File: config.mk
export PLATFORM = sky130hd
export DESIGN_NAME = aud_in_capture_flat
export DESIGN_NICKNAME = d
export VERILOG_FILES = /design/src/rtl/aud_pkg.sv /design/src/rtl/aud_in_capture_if.sv /design/src/rtl/aud_clk_gen.sv /design/src/rtl/aud_in_capture.sv /design/src/flat_wrapper.sv
export SDC_FILE = /design/constraint.sdc
export NUM_CORES = 1
export LEC_CHECK = 0
export CORE_AREA = 2 2 127 129
export CTS_BUF_LIST = sky130_fd_sc_hd__clkbuf_8
export CTS_CLUSTER_SIZE = 30
export DETAILED_ROUTE_END_ITERATION = 10
export DIE_AREA = 0 0 129 131
export PLACE_DENSITY = 0.54
export SYNTH_ARGS = -nofsm -noshare
export SYNTH_HDL_FRONTEND = slang
export SYNTH_SLANG_ARGS = --single-unit
File: constraint.sdc
create_clock -name MCLK -period 1.9 [get_ports MCLK]
set_clock_uncertainty 0.05 [all_clocks]
set_input_delay 0.38 -clock MCLK [delete_from_list [all_inputs] [get_ports MCLK]]
set_output_delay 0.38 -clock MCLK [all_outputs]
set_load 0.02 [all_outputs]
File: src/rtl/aud_pkg.sv
// Shared definitions for the audio codec capture and playback paths.
// Holds the codec framing constants (MCLK per BCLK, BCLK per frame, the
// ADC sampling phase inside a BCLK period) and the capture FSM state type.
package aud_pkg;
  localparam int ADDR_W         = 18;
  localparam int SAMPLE_W       = 16;
  localparam int MCLK_PER_BCLK  = 48;
  localparam int BCLK_PER_FRAME = 32;
  localparam int SAMPLE_PHASE   = 36;

  typedef enum logic [1:0] {
    IDLE    = 2'd0,
    CAPTURE = 2'd1,
    WRITE   = 2'd2
  } cap_state_e;
endpackage

File: src/rtl/aud_in_capture_if.sv
// Sample-memory write bus used by the audio capture stage.
//   MEM_ADDR  : write address
//   MEM_WDATA : write data (one mono sample)
//   MEM_WE    : single-MCLK write strobe, no back-pressure
// master = capture stage (drives the bus), slave = memory side.
interface aud_in_capture_if #(
  parameter int ADDR_W   = aud_pkg::ADDR_W,
  parameter int SAMPLE_W = aud_pkg::SAMPLE_W
);
  import aud_pkg::*;

  logic [ADDR_W-1:0]   MEM_ADDR;
  logic [SAMPLE_W-1:0] MEM_WDATA;
  logic                MEM_WE;

  modport master (output MEM_ADDR, output MEM_WDATA, output MEM_WE);
  modport slave  (input  MEM_ADDR, input  MEM_WDATA, input  MEM_WE);
endinterface

File: src/rtl/aud_clk_gen.sv
// Codec clock generator shared by the capture and playback paths.
// Divides MCLK into the codec bit clock and word clock and provides
// strobes aligned to the serial framing.
//   MCLK, reset   : master clock, synchronous active-high reset
//   AUD_BCLK      : registered bit clock, high for the second half of each period
//   AUD_LRCK      : registered word clock, 0 = left slot, 1 = right slot
//   sample_stb    : mid-BCLK-high sampling point of a left-slot bit
//   last_bit_stb  : sample_stb of the final (LSB) left-slot bit
//   frame_stb     : last MCLK of a frame (next cycle starts a left slot)
module aud_clk_gen #(
  parameter int MCLK_PER_BCLK  = aud_pkg::MCLK_PER_BCLK,
  parameter int BCLK_PER_FRAME = aud_pkg::BCLK_PER_FRAME,
  parameter int SAMPLE_PHASE   = aud_pkg::SAMPLE_PHASE
) (
  input  logic MCLK,
  input  logic reset,
  output logic AUD_BCLK,
  output logic AUD_LRCK,
  output logic sample_stb,
  output logic last_bit_stb,
  output logic frame_stb
);
  import aud_pkg::*;

  localparam int CW = $clog2(MCLK_PER_BCLK);
  localparam int BW = $clog2(BCLK_PER_FRAME);

  logic [CW-1:0] clk_count, clk_nxt;
  logic [BW-1:0] bclk_count, bclk_nxt;
  logic          clk_last;

  assign clk_last = (clk_count == CW'(MCLK_PER_BCLK - 1));

  // bclk_count advances on the BCLK falling edge (clk_count wrap)
  always_comb begin
    clk_nxt  = clk_last ? '0 : clk_count + 1'b1;
    bclk_nxt = bclk_count;
    if (clk_last) begin
      bclk_nxt = (bclk_count == BW'(BCLK_PER_FRAME - 1)) ? '0 : bclk_count + 1'b1;
    end
  end

  // BCLK/LRCK are registered from the next counter values so they line up
  // exactly with clk_count/bclk_count instead of lagging a cycle.
  always_ff @(posedge MCLK) begin
    if (reset) begin
      clk_count  <= '0;
      bclk_count <= BW'(BCLK_PER_FRAME / 2);
      AUD_BCLK   <= 1'b0;
      AUD_LRCK   <= 1'b1;
    end else begin
      clk_count  <= clk_nxt;
      bclk_count <= bclk_nxt;
      AUD_BCLK   <= (clk_nxt >= CW'(MCLK_PER_BCLK / 2));
      AUD_LRCK   <= (bclk_nxt >= BW'(BCLK_PER_FRAME / 2));
    end
  end

  assign sample_stb   = (clk_count == CW'(SAMPLE_PHASE)) &&
                        (bclk_count < BW'(BCLK_PER_FRAME / 2));
  assign last_bit_stb = sample_stb && (bclk_count == BW'(BCLK_PER_FRAME / 2 - 1));
  assign frame_stb    = clk_last && (bclk_count == BW'(BCLK_PER_FRAME - 1));
endmodule

File: src/rtl/aud_in_capture.sv
// Audio capture stage for the recorder path. Generates the codec clocks,
// deserializes left-justified ADC samples and writes one left-channel
// sample per frame into sample memory over [AUD_ADDR1, AUD_ADDR2).
//   MCLK, reset          : master clock, synchronous active-high reset
//   AUD_BCLK/AUD_ADCLRCK : codec bit clock / ADC word clock
//   AUD_ADCDAT           : serial ADC data, MSB first
//   AUD_ADDR1/AUD_ADDR2  : start (inclusive) / end (exclusive) address
//   enable               : record request, latched addresses on rising use
//   done                 : whole range written, stage idle
//   mem                  : sample-memory write bus (master side)
module aud_in_capture #(
  parameter int ADDR_W        = aud_pkg::ADDR_W,
  parameter int SAMPLE_W      = aud_pkg::SAMPLE_W,
  parameter int MCLK_PER_BCLK = aud_pkg::MCLK_PER_BCLK,
  parameter int SAMPLE_PHASE  = aud_pkg::SAMPLE_PHASE
) (
  input  logic              MCLK,
  input  logic              reset,
  output logic              AUD_BCLK,
  output logic              AUD_ADCLRCK,
  input  logic              AUD_ADCDAT,
  input  logic [ADDR_W-1:0] AUD_ADDR1,
  input  logic [ADDR_W-1:0] AUD_ADDR2,
  input  logic              enable,
  output logic              done,
  aud_in_capture_if.master  mem
);
  import aud_pkg::*;

  logic sample_stb, last_bit_stb, frame_stb;

  aud_clk_gen #(
    .MCLK_PER_BCLK (MCLK_PER_BCLK),
    .BCLK_PER_FRAME(BCLK_PER_FRAME),
    .SAMPLE_PHASE  (SAMPLE_PHASE)
  ) u_clk_gen (
    .MCLK        (MCLK),
    .reset       (reset),
    .AUD_BCLK    (AUD_BCLK),
    .AUD_LRCK    (AUD_ADCLRCK),
    .sample_stb  (sample_stb),
    .last_bit_stb(last_bit_stb),
    .frame_stb   (frame_stb)
  );

  cap_state_e          state, state_nxt;
  logic                loaded;
  logic                load_req;
  logic [ADDR_W-1:0]   addr, addr_e;
  logic [SAMPLE_W-1:0] shift_p0;
  logic [SAMPLE_W-1:0] sample_full;

  // While not loaded the FSM cannot leave IDLE, so a load coinciding with a
  // frame boundary naturally defers capture to the following frame.
  assign load_req    = !loaded && enable;
  assign sample_full = {shift_p0[SAMPLE_W-2:0], AUD_ADCDAT};

  always_ff @(posedge MCLK) begin
    if (reset) state <= IDLE;
    else       state <= state_nxt;
  end

  always_comb begin
    state_nxt = state;
    case (state)
      IDLE:    if (frame_stb && loaded && enable && (addr < addr_e)) state_nxt = CAPTURE;
      CAPTURE: if (last_bit_stb) state_nxt = WRITE;
      WRITE:   state_nxt = IDLE;
      default: state_nxt = IDLE;
    endcase
  end

  // Serial capture: shift MSB-first during the left slot
  always_ff @(posedge MCLK) begin
    if (state == CAPTURE && sample_stb) shift_p0 <= sample_full;
  end

  // Memory write and address bookkeeping
  always_ff @(posedge MCLK) begin
    if (reset) begin
      loaded        <= 1'b0;
      addr          <= '0;
      addr_e        <= '0;
      mem.MEM_WE    <= 1'b0;
      mem.MEM_ADDR  <= '0;
      mem.MEM_WDATA <= '0;
    end else begin
      mem.MEM_WE <= 1'b0;
      if (state == IDLE) begin
        if (load_req) begin
          addr   <= AUD_ADDR1;
          addr_e <= AUD_ADDR2;
          loaded <= 1'b1;
        end else if (!enable) begin
          loaded <= 1'b0;
        end
      end
      // Bus is loaded on the LSB sample so WE coincides with the WRITE state;
      // address/data then hold until the next write.
      if (state == CAPTURE && last_bit_stb) begin
        mem.MEM_WE    <= 1'b1;
        mem.MEM_WDATA <= sample_full;
        mem.MEM_ADDR  <= addr;
      end
      if (state == WRITE) addr <= addr + 1'b1;
    end
  end

  assign done = loaded && (addr == addr_e) && (state == IDLE);
endmodule

File: src/flat_wrapper.sv
// flat-port wrapper written by rule: the top's interface ports become plain ports
module aud_in_capture_flat import aud_pkg::*;
#(
  parameter int ADDR_W        = aud_pkg::ADDR_W,
  parameter int SAMPLE_W      = aud_pkg::SAMPLE_W,
  parameter int MCLK_PER_BCLK = aud_pkg::MCLK_PER_BCLK,
  parameter int SAMPLE_PHASE  = aud_pkg::SAMPLE_PHASE
)
  (MCLK, reset, AUD_BCLK, AUD_ADCLRCK, AUD_ADCDAT, AUD_ADDR1, AUD_ADDR2, enable, done, mem_MEM_ADDR, mem_MEM_WDATA, mem_MEM_WE);
  aud_in_capture_if #(.ADDR_W(ADDR_W), .SAMPLE_W(SAMPLE_W)) mem_i ();
  input  logic MCLK;
  input  logic reset;
  output logic AUD_BCLK;
  output logic AUD_ADCLRCK;
  input  logic AUD_ADCDAT;
  input  logic [ADDR_W-1:0] AUD_ADDR1;
  input  logic [ADDR_W-1:0] AUD_ADDR2;
  input  logic enable;
  output logic done;
  output wire logic [$bits(mem_i.MEM_ADDR)-1:0] mem_MEM_ADDR;
  output wire logic [$bits(mem_i.MEM_WDATA)-1:0] mem_MEM_WDATA;
  output wire logic [$bits(mem_i.MEM_WE)-1:0] mem_MEM_WE;
  assign mem_MEM_ADDR = mem_i.MEM_ADDR;
  assign mem_MEM_WDATA = mem_i.MEM_WDATA;
  assign mem_MEM_WE = mem_i.MEM_WE;
  aud_in_capture #(.ADDR_W(ADDR_W), .SAMPLE_W(SAMPLE_W), .MCLK_PER_BCLK(MCLK_PER_BCLK), .SAMPLE_PHASE(SAMPLE_PHASE)) u_core (.MCLK(MCLK), .reset(reset), .AUD_BCLK(AUD_BCLK), .AUD_ADCLRCK(AUD_ADCLRCK), .AUD_ADCDAT(AUD_ADCDAT), .AUD_ADDR1(AUD_ADDR1), .AUD_ADDR2(AUD_ADDR2), .enable(enable), .done(done), .mem(mem_i));
endmodule
==> results.md <==
Final layout:
- The number of antenna cells inserted is 0.
- The share of final-layout standard cells stronger than drive strength 1 is 21.2%.
- Summing all non-filler instances in the final layout gives an area of 0.00651 mm^2.
- Counting the fill cells in the layout gives 1,525.
- The post-layout instance count excluding filler cells is 849.
- Measured on the finished design, the core utilization comes to 41.7%.
- The final-stage net count is 692.
- Compared with the post-synthesis result, the final layout area differs by 41.7%.

CTS:
- The number of levels the H-tree was split into is 3.
- For this design, the CTS-stage hold fixing added 0 buffers.
- The root buffer cell is sky130_fd_sc_hd__clkbuf_8.
- Clock tree synthesis inserted a total of 9 buffers.
- At the later pin of the worst-skew pair, clock insertion delay measures 400 ps.
- After clock tree synthesis, the clock-pin slew on the worst setup and hold paths is 90 ps.
- For this design, the sink count on the clock tree is 101.
- Counting along the longest clock path gives a buffer depth of 2.
- TritonCTS built the clock tree.

Worst setup path:
- On the worst path, the slowest cell contributes a delay of 360 ps.
- For the worst setup path, the data arrival time is 1950 ps.
- The cell with the largest stage delay on the worst path is sky130_fd_sc_hd__nor4_2.
- The most critical setup path has its endpoint at done.
- The start point of the critical path is u_core.addr_e[13]$_SDFFE_PP0P_.
- The critical path required time is 1470 ps.
- In this run the critical register-to-register path is launched from u_core.addr[0]$_SDFFE_PP0P_.
- The worst setup path is of the flip-flop to output pin kind.
- The biggest fanout along the worst timing path is 2.
- The cell family with the largest share of critical-path delay is simple AND/OR/NAND/NOR gates.
- The critical path crosses 6 cells after its start point.
- The setup slack on the worst flop-to-flop path is -10 ps.
- The nature of the critical path endpoint is an output pin.
- The critical path contains buffers and inverters numbering 2 combined.
- The terminus of the critical flop-to-flop path is u_core.addr[10]$_SDFFE_PP0P_.
- STA classifies the critical path startpoint as a flip-flop.
- The cell depth of the worst flop-to-flop path is 5.
- Traced cell by cell, the critical path runs through inv_2, ha_4, nand4_1, nor4_2, and4_1, buf_6.

Floorplanning:
- 78 I/O pins were placed.
- The area of the core is 0.0156 mm^2.
- The initial core utilization is 29.4%.
- The area of the die is 0.0169 mm^2.
- The die is 129 um wide.
- Measured along the y axis, the die boundary spans 131 um.
- The number of rows created at floorplan is 46.

Placement:
- At the end of routability-driven placement, the weighted congestion stood at 0.814.
- The number of buffers added on ports is 77.
- The number of placed instances, taps included, is 822.
- The placed wire-length estimate after detailed placement is 9250 um.
- After detailed placement, the total cell area comes to 0.00599 mm^2.

STA:
- The period utilization is 125%.
- Based on the critical path, the design can be clocked at up to 421 MHz.
- The routed design could run at a clock period as short as 2380 ps.
- The actual slew at the worst max-slew pin is 441 ps.
- The count of endpoints failing setup in the final report is 2.
- Setup repair after global routing could not meet its margin everywhere.
- The hold slack is 407 ps.
- After layout, the worst setup slack is -476 ps.
- The number of max-slew violations in the final report came to 0.
- The headroom to the max-slew limit is 70.3%.
- The final-report hold violation count came to 0.

Logic synthesis:
- The post-synthesis share of cell area spent on and, or, nand and nor gates is 19.8%.
- The synthesized design devotes to its leading area cell type 37.5% of total area.
- The most used flip-flop cell after synthesis is sky130_fd_sc_hd__dfxtp_1.
- In this run, synthesis produced a sequential element count of 101.
- Yosys attributes the largest share of cell area to sky130_fd_sc_hd__dfxtp_1, sky130_fd_sc_hd__edfxtp_1, sky130_fd_sc_hd__mux2i_1.
- The proportion of synthesized chip area in sequential cells is 47.3%.
- The net count of the mapped netlist is 565.
- After synthesis, the share of cell area in mux cells is 7.65%.
- After Yosys synthesis, XOR and XNOR cells account for 0.572% of the synthesized area.
- The average instance in the mapped netlist occupies 9.17 um^2.
- The synthesized netlist devotes 13.4% of its cell area to compound gates.
- Of the total synthesized cell area, the portion taken by full adders, half adders and majority gates is 6.54%.
- By instance count, the leading cell after synthesis is sky130_fd_sc_hd__dfxtp_1.
- The synthesized netlist cell count is 501.
- Counting distinct cell types in the post-synthesis netlist gives 57.
- The yosys synthesis warning count is 0.
- The largest family of logic cells by synthesized area is simple AND/OR/NAND/NOR gates.
- In the synthesized netlist the async set-or-reset flop fraction comes to 0%.
- The commonest cells after synthesis are sky130_fd_sc_hd__dfxtp_1, sky130_fd_sc_hd__nand2_1, sky130_fd_sc_hd__nor2_1, sky130_fd_sc_hd__a21oi_1, sky130_fd_sc_hd__mux2i_1.
- The cell type contributing the most total cell area after synthesis is sky130_fd_sc_hd__dfxtp_1.
- The post-synthesis instance area is 0.00459 mm^2.
- In this run, synthesis inferred 15 flip-flops with an integrated enable.

Power:
- Power comes to 4.24 mW.
- In this run the static leakage power is 2.63 nW.
- For this design the ratio of total power to cell area is 651 mW/mm^2.
- IR analysis of the VDD net gives a maximum drop of 0.000303 V.

GRT:
- The via count of the first global-routing pass is 3,968.
- The pin count of the biggest net entering global routing is 63.
- The remaining global-route overflow is 0.
- The global-route wire length before repair is 20,000 um.
- Global routing used 15.4% of the available tracks across all layers.
- The initial antenna violation count is 0.

Route:
- Across all layers, the routed design uses 4,045 vias.
- Summed over all layers, the routed wires come to 13,000 um.
- The final antenna-violating net count is 0.
- The detailed-router iteration count before antenna repair is 4.
- After detailed routing, the average wire length per cell comes to 15.3 um.
- The final routed DRC violation total is 0.
- Using the TritonRoute via totals, the vias-per-cell ratio works out to 4.76.
- The count of routing violations after the opening detailed-route iteration is 131.

Worst hold path:
- The path class of the lowest-slack min-delay path is flip-flop to flip-flop.

Flow run:
- The tool flagged a number of max-cap violations equal to 0.

Run status:
- The flow ran to the end, but the final reports show violations.
- The checks that failed: negative setup slack.
==> flip-flops by register name, indices dropped and copies added (netlist names), named ones only <==
| name | cells |
|---|---|
| u_core.mem.MEM_WE | 1 |
| u_core.mem.MEM_WDATA | 16 |
| u_core.addr | 18 |
| u_core.shift_p0 | 15 |
| u_core.u_clk_gen.clk_count | 6 |
| u_core.loaded | 1 |
| u_core.addr_e | 18 |
| u_core.state | 2 |
| u_core.mem.MEM_ADDR | 18 |
| u_core.u_clk_gen.AUD_BCLK | 1 |
| u_core.u_clk_gen.bclk_count | 1 |
==> cells in the final DEF (no fill, tap or decap), types with 14 or more instances in the layout <==
cell type	netlist	routed
sky130_fd_sc_hd__clkdlybuf4s50_1	0	74
sky130_fd_sc_hd__dfxtp_1	86	70
sky130_fd_sc_hd__nand2_1	61	61
sky130_fd_sc_hd__buf_4	1	58
sky130_fd_sc_hd__nor2_1	52	51
sky130_fd_sc_hd__a21oi_1	43	43
sky130_fd_sc_hd__mux2i_1	34	33
sky130_fd_sc_hd__inv_1	26	23
sky130_fd_sc_hd__ha_1	24	18
sky130_fd_sc_hd__o21ai_0	16	16
sky130_fd_sc_hd__edfxtp_1	15	15
sky130_fd_sc_hd__dfxtp_2	0	14
==> worst min path at each step <==
| stage | endpoint | cells after the start | startpoint | slack, ps |
|---|---|---|---|---|
| final | u_core.shift_p0[9]$_DFFE_PP_ | 0 | u_core.shift_p0[8]$_DFFE_PP_ | 410 |
| after global placement | u_core.shift_p0[10]$_DFFE_PP_ | 0 | u_core.shift_p0[9]$_DFFE_PP_ | 380 |
| after detailed placement | u_core.shift_p0[10]$_DFFE_PP_ | 0 | u_core.shift_p0[9]$_DFFE_PP_ | 390 |
| after CTS | u_core.mem.MEM_WDATA[7]$_SDFFE_PP0P_ | 3 | reset | 400 |
| after floorplan | u_core.shift_p0[10]$_DFFE_PP_ | 0 | u_core.shift_p0[9]$_DFFE_PP_ | 380 |
| after global routing | u_core.shift_p0[10]$_DFFE_PP_ | 0 | u_core.shift_p0[9]$_DFFE_PP_ | 420 |
==> per-layer routing <==
layer | up-vias | part of all wire (%) | GRT usage [%]
li1 | 2025 | - | -
met1 | 1947 | 44 | 18.6
met2 | 59 | 50 | 27.0
met3 | 14 | 3.9 | 2.85
met4 | 0 | 1.5 | 6.33
met5 | - | 0 | 0
==> report_power, final <==
part           switching, mW  internal, mW  leakage [nW]
Sequential            0.0386          2.21         0.841
Clock                  0.784         0.640        0.0959
Combinational          0.277         0.285          1.69
Total                   1.10          3.14          2.63
==> what timing repair did <==
action	in CTS	in global routing
endpoints found under the hold margin	0	0
endpoints found under the setup margin	22	45
resized for setup	33	30
pin swaps	8	10
gates cloned	0	2
setup buffers	10	5
==> area by class of cell <==
cell class                      instances  area (um^2)  area share, %
Multi-Input combinational cell        346         2370           36.4
Sequential cell                       101         2200           33.8
Timing Repair Buffer                  144         1370           21.1
Tap cell                              216          270           4.15
Clock buffer                           10          138           2.11
Inverter                               26         97.6           1.50
Clock inverter                          6         62.6          0.961
==> cell families (layout without fill, tap and decap cells) <==
group / count (synthesis) / after routing
and+or+nand+nor: 185 / 185
adders and majority gates: 24 / 24
buffers and inverters: 54 / 186
DFF: 101 / 101
AOI/OAI and AO/OA: 99 / 99
xor gates and xnor gates: 3 / 3
muxes: 35 / 35
==> worst reg2reg max path: stages, from the launching register on <==
cell and delay, ps:
sky130_fd_sc_hd__dfxtp_4 390, sky130_fd_sc_hd__ha_4 150, sky130_fd_sc_hd__nand3_4 80, sky130_fd_sc_hd__or4_4 520
sky130_fd_sc_hd__or4_4 450, sky130_fd_sc_hd__a31oi_4 180
==> metrics by stage <==
stage,setup slack [ps],TNS [ps]
global placement,-624,-4000
finish,-476,-481
floorplan,18.7,0
detailed placement,-670,-4840
global route,-593,-635
CTS,-484,-856
Power figures use the tool's default switching activity.
